`src/rtl/boot_pkg.sv`:
```
// Shared encodings and widths for the instruction-memory boot loader.
package boot_pkg;

    localparam int unsigned LEN_W  = 16;
    localparam int unsigned CSUM_W = 8;

    localparam logic [2:0] ST_LEN_LO  = 3'd0;
    localparam logic [2:0] ST_LEN_HI  = 3'd1;
    localparam logic [2:0] ST_PAYLOAD = 3'd2;
    localparam logic [2:0] ST_CHECK   = 3'd3;
    localparam logic [2:0] ST_DONE    = 3'd4;
    localparam logic [2:0] ST_ERR     = 3'd5;

endpackage

```
`src/rtl/boot_word_packer.sv`:
```
// Collects four stream bytes into a little-endian 32-bit word; flags the byte
// that completes the word so the caller can write it on the same edge.
module boot_word_packer (
    input  logic        clk,
    input  logic        rst,
    input  logic        byte_valid,
    input  logic [7:0]  byte_in,
    output logic        word_done,
    output logic [31:0] word
);

    logic [1:0]  cnt_q, cnt_d;
    logic [23:0] buf_q, buf_d;

    always_comb begin
        cnt_d     = cnt_q;
        buf_d     = buf_q;
        word_done = byte_valid && (cnt_q == 2'd3);
        // The completing byte lands in the top lane without passing through the buffer.
        word      = {byte_in, buf_q};
        if (byte_valid) begin
            cnt_d = cnt_q + 2'd1;
            buf_d = {byte_in, buf_q[23:8]};
        end
    end

    always_ff @(posedge clk) begin
        if (rst) begin
            cnt_q <= '0;
            buf_q <= '0;
        end else begin
            cnt_q <= cnt_d;
            buf_q <= buf_d;
        end
    end

endmodule

```
`src/rtl/imem_boot_loader.sv`:
```
// Loads a length-prefixed byte stream into instruction memory and holds the core
// in reset until done. BOOT_CHECKSUM_EN adds a trailing XOR checksum byte.
import boot_pkg::*;

module imem_boot_loader #(
    parameter int unsigned DEPTH_WORDS = 256
) (
    input  logic        clk,
    input  logic        rst,
    input  logic        in_valid,
    input  logic [7:0]  in_data,
    output logic        in_ready,
    output logic        mem_we,
    output logic [31:0] mem_addr,
    output logic [31:0] mem_wdata,
    output logic        core_rst,
    output logic        done,
    output logic        err
);

    logic [2:0]       state_q, state_d;
    logic [7:0]       len_lo_q, len_lo_d;
    logic [LEN_W-1:0] len_q, len_d;
    logic [LEN_W-1:0] idx_q, idx_d;
    logic [LEN_W-1:0] hdr_len;
    logic             mem_we_q, mem_we_d;
    logic [31:0]      mem_addr_q, mem_addr_d;
    logic [31:0]      mem_wdata_q, mem_wdata_d;
    logic             done_q, done_d;
    logic             err_q, err_d;
    logic             core_rst_q, core_rst_d;
    logic             accept, pack_valid, word_done;
    logic [31:0]      word;
    logic [2:0]       st_after_len;
`ifdef BOOT_CHECKSUM_EN
    logic [CSUM_W-1:0] csum_q, csum_d;
`endif

`ifdef BOOT_CHECKSUM_EN
    assign st_after_len = ST_CHECK;
`else
    assign st_after_len = ST_DONE;
`endif

    assign in_ready   = !rst && (state_q == ST_LEN_LO || state_q == ST_LEN_HI ||
                                 state_q == ST_PAYLOAD || state_q == ST_CHECK);
    assign accept     = in_valid && in_ready;
    assign pack_valid = accept && (state_q == ST_PAYLOAD);
    assign hdr_len    = {in_data, len_lo_q};

    boot_word_packer u_packer (
        .clk        (clk),
        .rst        (rst),
        .byte_valid (pack_valid),
        .byte_in    (in_data),
        .word_done  (word_done),
        .word       (word)
    );

    always_comb begin
        state_d     = state_q;
        len_lo_d    = len_lo_q;
        len_d       = len_q;
        idx_d       = idx_q;
        mem_we_d    = 1'b0;
        mem_addr_d  = mem_addr_q;
        mem_wdata_d = mem_wdata_q;
`ifdef BOOT_CHECKSUM_EN
        csum_d      = csum_q;
`endif
        if (word_done) begin
            mem_we_d    = 1'b1;
            mem_addr_d  = {{(32-LEN_W-2){1'b0}}, idx_q, 2'b00};
            mem_wdata_d = word;
            idx_d       = idx_q + LEN_W'(1);
        end
        case (state_q)
            ST_LEN_LO: begin
                idx_d = '0;
`ifdef BOOT_CHECKSUM_EN
                csum_d = '0;
`endif
                if (accept) begin
                    len_lo_d = in_data;
                    state_d  = ST_LEN_HI;
                end
            end
            ST_LEN_HI: begin
                if (accept) begin
                    len_d = hdr_len;
                    if (32'(hdr_len) > DEPTH_WORDS)
                        state_d = ST_ERR;
                    else if (hdr_len == '0)
                        state_d = st_after_len;
                    else
                        state_d = ST_PAYLOAD;
                end
            end
            ST_PAYLOAD: begin
`ifdef BOOT_CHECKSUM_EN
                if (pack_valid)
                    csum_d = csum_q ^ in_data;
`endif
                if (word_done && (idx_q == len_q - LEN_W'(1)))
                    state_d = st_after_len;
            end
`ifdef BOOT_CHECKSUM_EN
            ST_CHECK: begin
                if (accept)
                    state_d = (in_data == csum_q) ? ST_DONE : ST_ERR;
            end
`endif
            default: state_d = state_q;
        endcase
        // Status flags follow the next state so they rise together with the last write.
        done_d     = (state_d == ST_DONE);
        err_d      = (state_d == ST_ERR);
        core_rst_d = (state_d != ST_DONE);
    end

    always_ff @(posedge clk) begin
        if (rst) begin
            state_q     <= ST_LEN_LO;
            len_lo_q    <= '0;
            len_q       <= '0;
            idx_q       <= '0;
            mem_we_q    <= 1'b0;
            mem_addr_q  <= '0;
            mem_wdata_q <= '0;
            done_q      <= 1'b0;
            err_q       <= 1'b0;
            core_rst_q  <= 1'b1;
`ifdef BOOT_CHECKSUM_EN
            csum_q      <= '0;
`endif
        end else begin
            state_q     <= state_d;
            len_lo_q    <= len_lo_d;
            len_q       <= len_d;
            idx_q       <= idx_d;
            mem_we_q    <= mem_we_d;
            mem_addr_q  <= mem_addr_d;
            mem_wdata_q <= mem_wdata_d;
            done_q      <= done_d;
            err_q       <= err_d;
            core_rst_q  <= core_rst_d;
`ifdef BOOT_CHECKSUM_EN
            csum_q      <= csum_d;
`endif
        end
    end

    assign mem_we    = mem_we_q;
    assign mem_addr  = mem_addr_q;
    assign mem_wdata = mem_wdata_q;
    assign done      = done_q;
    assign err       = err_q;
    assign core_rst  = core_rst_q;

endmodule
```
`config.mk`:
```
export PLATFORM = sky130hd
export DESIGN_NAME = imem_boot_loader
export DESIGN_NICKNAME = d
export VERILOG_FILES = /design/src/rtl/boot_pkg.sv /design/src/rtl/boot_word_packer.sv /design/src/rtl/imem_boot_loader.sv
export SDC_FILE = /design/constraint.sdc
export NUM_CORES = 1
export LEC_CHECK = 0
export BUFFER_PORTS_ARGS = -buffer_cell sky130_fd_sc_hd__buf_2
export CAP_MARGIN = 40
export CORE_MARGIN = 2
export CORE_UTILIZATION = 30
export DETAILED_ROUTE_END_ITERATION = 10
export GPL_TIMING_DRIVEN = 0
export HOLD_SLACK_MARGIN = 0.02
export SLEW_MARGIN = 15
export SYNTH_ARGS = -nofsm -noshare
export SYNTH_HDL_FRONTEND = slang
export SYNTH_SLANG_ARGS = --single-unit
```
`constraint.sdc`:
```
create_clock -name clk -period 3.3 [get_ports clk]
set_clock_uncertainty 0.05 [all_clocks]
set_input_delay 0.495 -clock clk [delete_from_list [all_inputs] [get_ports clk]]
set_output_delay 0.495 -clock clk [all_outputs]
set_load 0.05 [all_outputs]
```
==> results.py, run 1 <==
metrics = {
    "setup_path": {
        "cp-start-kind": "register",
        "crit_path_max_fanout": 6,
        "cp-end-kind": "register",
        "path_class": "register to register",
        "worstPathRequired_ns": 3.55,
        "crit_arrival_ns": 3.11,
    },
    "floorplanning": {
        "core_area_um2": 16500,
        "die_h_um": 134,
        "die_w_um": 134,
        "start_util_pct": 30.6,
        "rows": 47,
        "io_pins": 80,
        "die-area_um2": 17900,
    },
    "synthesis": {
        "yosysSeqAreaShare_pct": 48.0,
        "yosys_warnings": 0,
        "async_flop_share_pct": 0,
        "synth.distinct_cells": 51,
        "synth_cells": 623,
        "synth_edf_count": 0,
        "synthTopCellsByCount": "nand2_1 (191), dfxtp_1 (121), a21oi_1 (78), nor2_1 (31), clkbuf_1 (29)",
        "synth.most_common_cell": "nand2_1",
        "synth_top_area_cell": "dfxtp_1",
        "synthFlopType": "dfxtp_1",
        "ys_top_cells_by_area": "dfxtp_1 (48%), nand2_1 (14%), a21oi_1 (7.7%)",
        "postSynthAreaPerCell_um2": 8.11,
        "synth.top_cell.area_share_pct": 48.0,
        "syn_area_um2": 5050,
        "synth_seq_cells": 121,
    },
    "clock_network": {
        "insertion_delay_ns": 0.43,
        "path_clk_slew_ns": 0.06,
        "htree_levels": 4,
        "cts_tree": "built",
        "clock-sinks": 121,
        "postCtsSetupRepairBufs": 0,
        "clockBufferDepth": 2,
        "root_buffer": "clkbuf_16",
        "cts_buffers": 17,
        "ctsHoldBuffers": 0,
        "cts_resized": 0,
    },
    "place": {
        "gp_congestion": 0.853,
        "hpwlAfterDp_um": 9230,
        "dpl_cell_area_um2": 5700,
        "io_buffers": 63,
    },
    "global_route": {
        "grt-ovfl-total": 0,
        "antenna_found_initial": 0,
        "track_usage_pct": 14.9,
        "grt_pass1_wl_um": 21000,
        "grt_max_degree": 17,
        "grt_pass1_vias": 4015,
    },
    "pwr": {
        "clkPwrFrac_pct": 52.6,
        "p_int_mw": 2.66,
        "ir_drop_mv": 0.365,
        "switching_power_mw": 0.833,
        "p_total_mw": 3.49,
        "swShare_pct": 23.9,
        "p_per_area_nw_per_um2": 556,
        "p_comb_share_pct": 5.0,
        "power_leakage_nw": 2.45,
        "p_seq_share_pct": 42.4,
    },
    "sta": {
        "tns_ns": 0,
        "drv_slew": 0,
        "worstMarginPinSlew_ns": 0.873,
        "rsz0062_at_grt": "false",
        "hold_viol": 0,
        "finalCritPeriodShare_pct": 86.6,
        "relSlewSlack_pct": 41.3,
        "fmax_ghz": 0.350,
        "period_minus_slack_ns": 2.86,
        "setup_viol": 0,
    },
    "drt": {
        "vias": 4342,
        "wl_met1_um": 6060,
        "vias_per_cell": 4.55,
        "routed_wl_um": 13000,
        "wire_per_inst_um": 13.6,
        "dr.pass1.iters": 4,
        "drt_iter0_drc": 280,
        "dr_wl_met2_um": 6210,
        "dr_wl_met3_um": 553,
        "drc": 0,
        "antenna_left": 0,
        "dr.max_layer_used": "met4",
    },
    "finish": {
        "fin_nets": 735,
        "multi_input_area_um2": 2390,
        "layout.area.seq_um2": 2420,
        "fillers": 1700,
        "area_delta_synth_final_pct": 24.5,
        "drive_above_1_share_pct": 16.8,
        "num_antenna_cells": 0,
        "fin_area_um2": 6290,
    },
    "run": {
        "maxCapViolCount": 0,
    },
    "hold_path": {
        "hp-class": "input pin to register",
    },
    "status": {
        "outcome": "complete, no violations",
    },
}
## sequential cells by signal, summed over array words and instances, names as in the netlist
name            flops
mem_wdata          32
u_packer.buf_q     24
idx_q              16
len_q              16
mem_addr           16
len_lo_q            8
state_q             3
u_packer.cnt_q      2
core_rst            1
done                1
err                 1
mem_we              1
## final timing paths
path	start	depth (start not counted)	slack, ns	endpoint
setup / recovery	len_q[0]	8	0.44	state_q[1]
hold / removal	in_data[7]	3	0.29	mem_wdata[31]
hold reg to reg	u_packer.buf_q[3]	2	0.40	mem_wdata[3]
setup reg to reg	len_q[0]	8	0.44	state_q[1]
## kinds of logic (layout without fill, tap and decap cells)
logic type	Yosys count	count (layout)	share of synthesized area, %
and+or+nand+nor	298	298	27.0
buffers and inverters	59	155	5.90
xor gates and xnor gates	34	34	5.90
muxes	8	8	1.59
DFF	121	121	48.0
AOI/OAI and AO/OA	99	99	10.8
other	1	16	0.0743
adders and majority gates	3	3	0.743
## layer usage
layer,global-route usage (%),vias up
li1,-,2241
met5,0,-
met4,4.67,0
met2,24.1,78
met3,4.30,17
met1,19.2,2006
## critical path: stages (launching register included)
cell and delay (ns):
dfxtp_1 0.37, inv_1 0.08, ha_1 0.22, or3b_1 0.44, or4_1 0.47, o21ai_0 0.23, nand4_1 0.15, or4_4 0.55
nor3b_2 0.18
## final cells by class
cell class                      count  share of cell area, %
Buffer                             54                   4.44
Clock buffer                       19                   7.04
Tap cell                          220                   4.38
Multi-Input combinational cell    458                   38.0
Timing Repair Buffer               64                   5.09
Sequential cell                   121                   38.5
Clock inverter                     13                   2.27
Inverter                            5                  0.299
## power groups by stage
stage	Clock [mW]	Combinational, mW	Sequential (mW)
floorplan	0	0.131	1.51
global placement	0	0.174	1.51
detailed placement	0	0.175	1.51
CTS	1.86	0.176	1.48
global route	1.93	0.190	1.48
finish	1.84	0.175	1.48
## through the flow
step	setup WS (ns)	util, %	hold WS [ns]	instances
5_1_grt	0.229	38.0	0.306	954
2_1_floorplan	0.749	-	0.382	638
3_5_place_dp	0.386	34.5	0.394	922
6_report	0.442	38.0	0.295	954
3_3_place_gp	-0.0522	34.5	0.393	921
4_1_cts	0.439	38.0	0.280	954
## layout by cell type (no fill, tap or decap), types with 8 or more instances in the layout
cell       synthesis  final
buf_4             16     16
nand3b_1          18     18
a21oi_1           78     78
nor4_1             8      8
nand4_1            8      8
conb_1             1     16
o21ai_0            8      8
xnor2_1           22     22
mux2i_1            8      8
buf_2              0     64
nand2_1          191    191
nor2_1            31     31
xor2_1            12     12
clkbuf_1          29     30
dfxtp_1          121    121
clkbuf_16          0     17
No activity file was read; power rests on OpenSTA's default activity.
==> run 2, diff against run 1 <==
BUFFER_PORTS_ARGS = -buffer_cell sky130_fd_sc_hd__buf_4   (was -buffer_cell sky130_fd_sc_hd__buf_2)
==> run 2 against run 1 <==
  * Worst hold slack lost 0.023 ns
  * Die area is the same
  * First-iteration DRC count shrank 27%
  * Register-to-register slack lost 0.04 ns
  * Global-route usage grew 0.43 points
  * Count of clock-buffer cells in the layout grew 4
  * Flip-flop and latch count is the same
  * Largest cell class unchanged
==> results.py, run 2 (synthesis gave the netlist of run 1 again) <==
metrics = {
    "place": {
        "dp.cells": 922,
        "gp_congestion": 0.875,
        "dpl_cell_area_um2": 5860,
        "hpwlAfterDp_um": 9290,
        "dp_slack_ns": 0.394,
        "io_buffers": 63,
    },
    "clock_network": {
        "cts_resized": 0,
        "clock-sinks": 121,
        "path_clk_slew_ns": 0.06,
        "postCtsSetupRepairBufs": 0,
        "cts_tree": "built",
        "insertion_delay_ns": 0.42,
        "htree_levels": 4,
        "clockBufferDepth": 2,
        "root_buffer": "clkbuf_16",
        "cts_buffers": 17,
        "ctsHoldBuffers": 0,
    },
    "setup_path": {
        "crit_arrival_ns": 3.14,
        "crit_cells": 8,
        "slowest_delay_ns": 0.56,
        "critPathCapture": "state_q[1]",
        "crit_buf_inv": 1,
        "cp-start-kind": "register",
        "slowest_stage": "or4_4",
        "worstSetupStartpoint": "len_q[0]",
        "r2r_setup_slack_ns": 0.40,
        "crit_chain": "inv_1 -> ha_1 -> or3b_1 -> or4_1 -> o21ai_0 -> nand4_1 -> or4_4 -> nor3b_2",
        "r2r_end": "state_q[1]",
        "worstRegToRegCells": 8,
        "path_delay_family": "simple AND/OR/NAND/NOR gates",
        "worstPathRequired_ns": 3.55,
        "crit_path_max_fanout": 6,
        "path_class": "register to register",
        "cp-end-kind": "register",
        "r2r_start": "len_q[0]",
    },
    "global_route": {
        "met2_usage_pct": 25.2,
        "antenna_found_initial": 0,
        "grt-ovfl-total": 0,
        "grt_pass1_wl_um": 21500,
        "track_usage_pct": 15.3,
        "grt_pass1_vias": 4139,
        "global_route.usage.met1_pct": 19.4,
        "grt_use_met3_pct": 3.65,
        "grt_max_degree": 17,
        "busiest_layer": "met2",
    },
    "sta": {
        "rsz0062_at_grt": "false",
        "worstMarginPinSlew_ns": 0.817,
        "hold_viol": 0,
        "drv_slew": 0,
        "period_minus_slack_ns": 2.90,
        "final.setup.worst_slack_ns": 0.402,
        "finalCritPeriodShare_pct": 87.8,
        "setup_viol": 0,
        "relSlewSlack_pct": 45.0,
        "tns_ns": 0,
        "fmax_ghz": 0.345,
    },
    "floorplanning": {
        "die-area_um2": 17900,
        "start_util_pct": 30.6,
        "rows": 47,
        "core_area_um2": 16500,
        "die_w_um": 134,
        "io_pins": 80,
        "die_h_um": 134,
    },
    "finish": {
        "largest_register_ffs": 32,
        "fin_cells": 954,
        "fin_area_um2": 6480,
        "fin_nets": 735,
        "layout_commonest_cell": "nand2_1",
        "final_cell_mix": "nand2_1 (191), dfxtp_1 (121), buf_4 (79)",
        "fin_util_pct": 39.2,
        "num_antenna_cells": 0,
        "fillers": 1748,
        "drive_above_1_share_pct": 16.6,
        "area_delta_synth_final_pct": 28.4,
    },
    "drt": {
        "vias_per_cell": 4.58,
        "routed_wl_um": 13000,
        "drt_iter0_drc": 204,
        "wire_per_inst_um": 13.6,
        "vias": 4373,
        "drc": 0,
        "dr.pass1.iters": 5,
        "antenna_left": 0,
    },
    "hold_path": {
        "hp-class": "input pin to register",
    },
    "status": {
        "outcome": "complete, no violations",
    },
    "run": {
        "maxCapViolCount": 0,
    },
    "pwr": {
        "power_leakage_nw": 2.48,
        "p_per_area_nw_per_um2": 555,
        "ir_drop_mv": 0.362,
    },
}
-- run 2: cell types whose count changed in the layout (fill, tap and decap cells not counted), sizes merged --
cell,before,now
clkbuf,49,53
clkinvlp,5,2
bufinv,2,3
clkinv,3,2
inv,8,7
-- run 2: final cells by class --
class	instances	area (um^2)	area share, %
repair buffers	64	478	7.37
multi-input cells	458	2390	36.8
well taps	220	275	4.25
flip-flops and latches	121	2420	37.4
clock inverters	9	136	2.10
inverters	5	18.8	0.289
plain buffers	54	279	4.30
clock buffers	23	488	7.53
-- run 2: worst min-delay path by stage --
stage / depth (start not counted) / from / endpoint / slack [ns]
6_report: 3 / in_data[7] / mem_wdata[31] / 0.27
5_1_grt: 3 / in_data[7] / mem_wdata[31] / 0.26
4_1_cts: 3 / in_data[7] / mem_wdata[31] / 0.25
3_5_place_dp: 2 / u_packer.buf_q[1] / mem_wdata[1] / 0.40
3_3_place_gp: 2 / u_packer.buf_q[5] / mem_wdata[5] / 0.39
2_1_floorplan: 2 / u_packer.buf_q[10] / mem_wdata[10] / 0.38
-- run 2: stage by stage --
stage                     total power, mW  hold WS [ns]
after global routing                 3.72         0.261
after detailed placement             1.69         0.397
final                                3.60         0.272
after CTS                            3.64         0.255
after global placement               1.69         0.395
after floorplan                      1.64         0.382
-- run 2: power breakdown --
| group | switching, mW | leakage (nW) | internal (mW) | total (mW) |
|---|---|---|---|---|
| registers | 0.00813 | 0.976 | 1.47 | 1.48 |
| clock network | 0.670 | 0.300 | 1.27 | 1.94 |
| logic | 0.120 | 1.21 | 0.0597 | 0.179 |
-- run 2: worst reg2reg max path, stage by stage (launching register included) --
cell and delay (ns):
dfxtp_1 0.35, inv_1 0.08, ha_1 0.24, or3b_1 0.46, or4_1 0.48, o21ai_0 0.22
nand4_1 0.16, or4_4 0.56, nor3b_2 0.18
-- run 2: layer usage --
| layer | part of all wire (%) | routed length (um) |
|---|---|---|
| met1 | 46 | 6030 |
| met2 | 47 | 6180 |
| met3 | 4.5 | 586 |
| met4 | 1.7 | 221 |
| met5 | 0 | 0 |
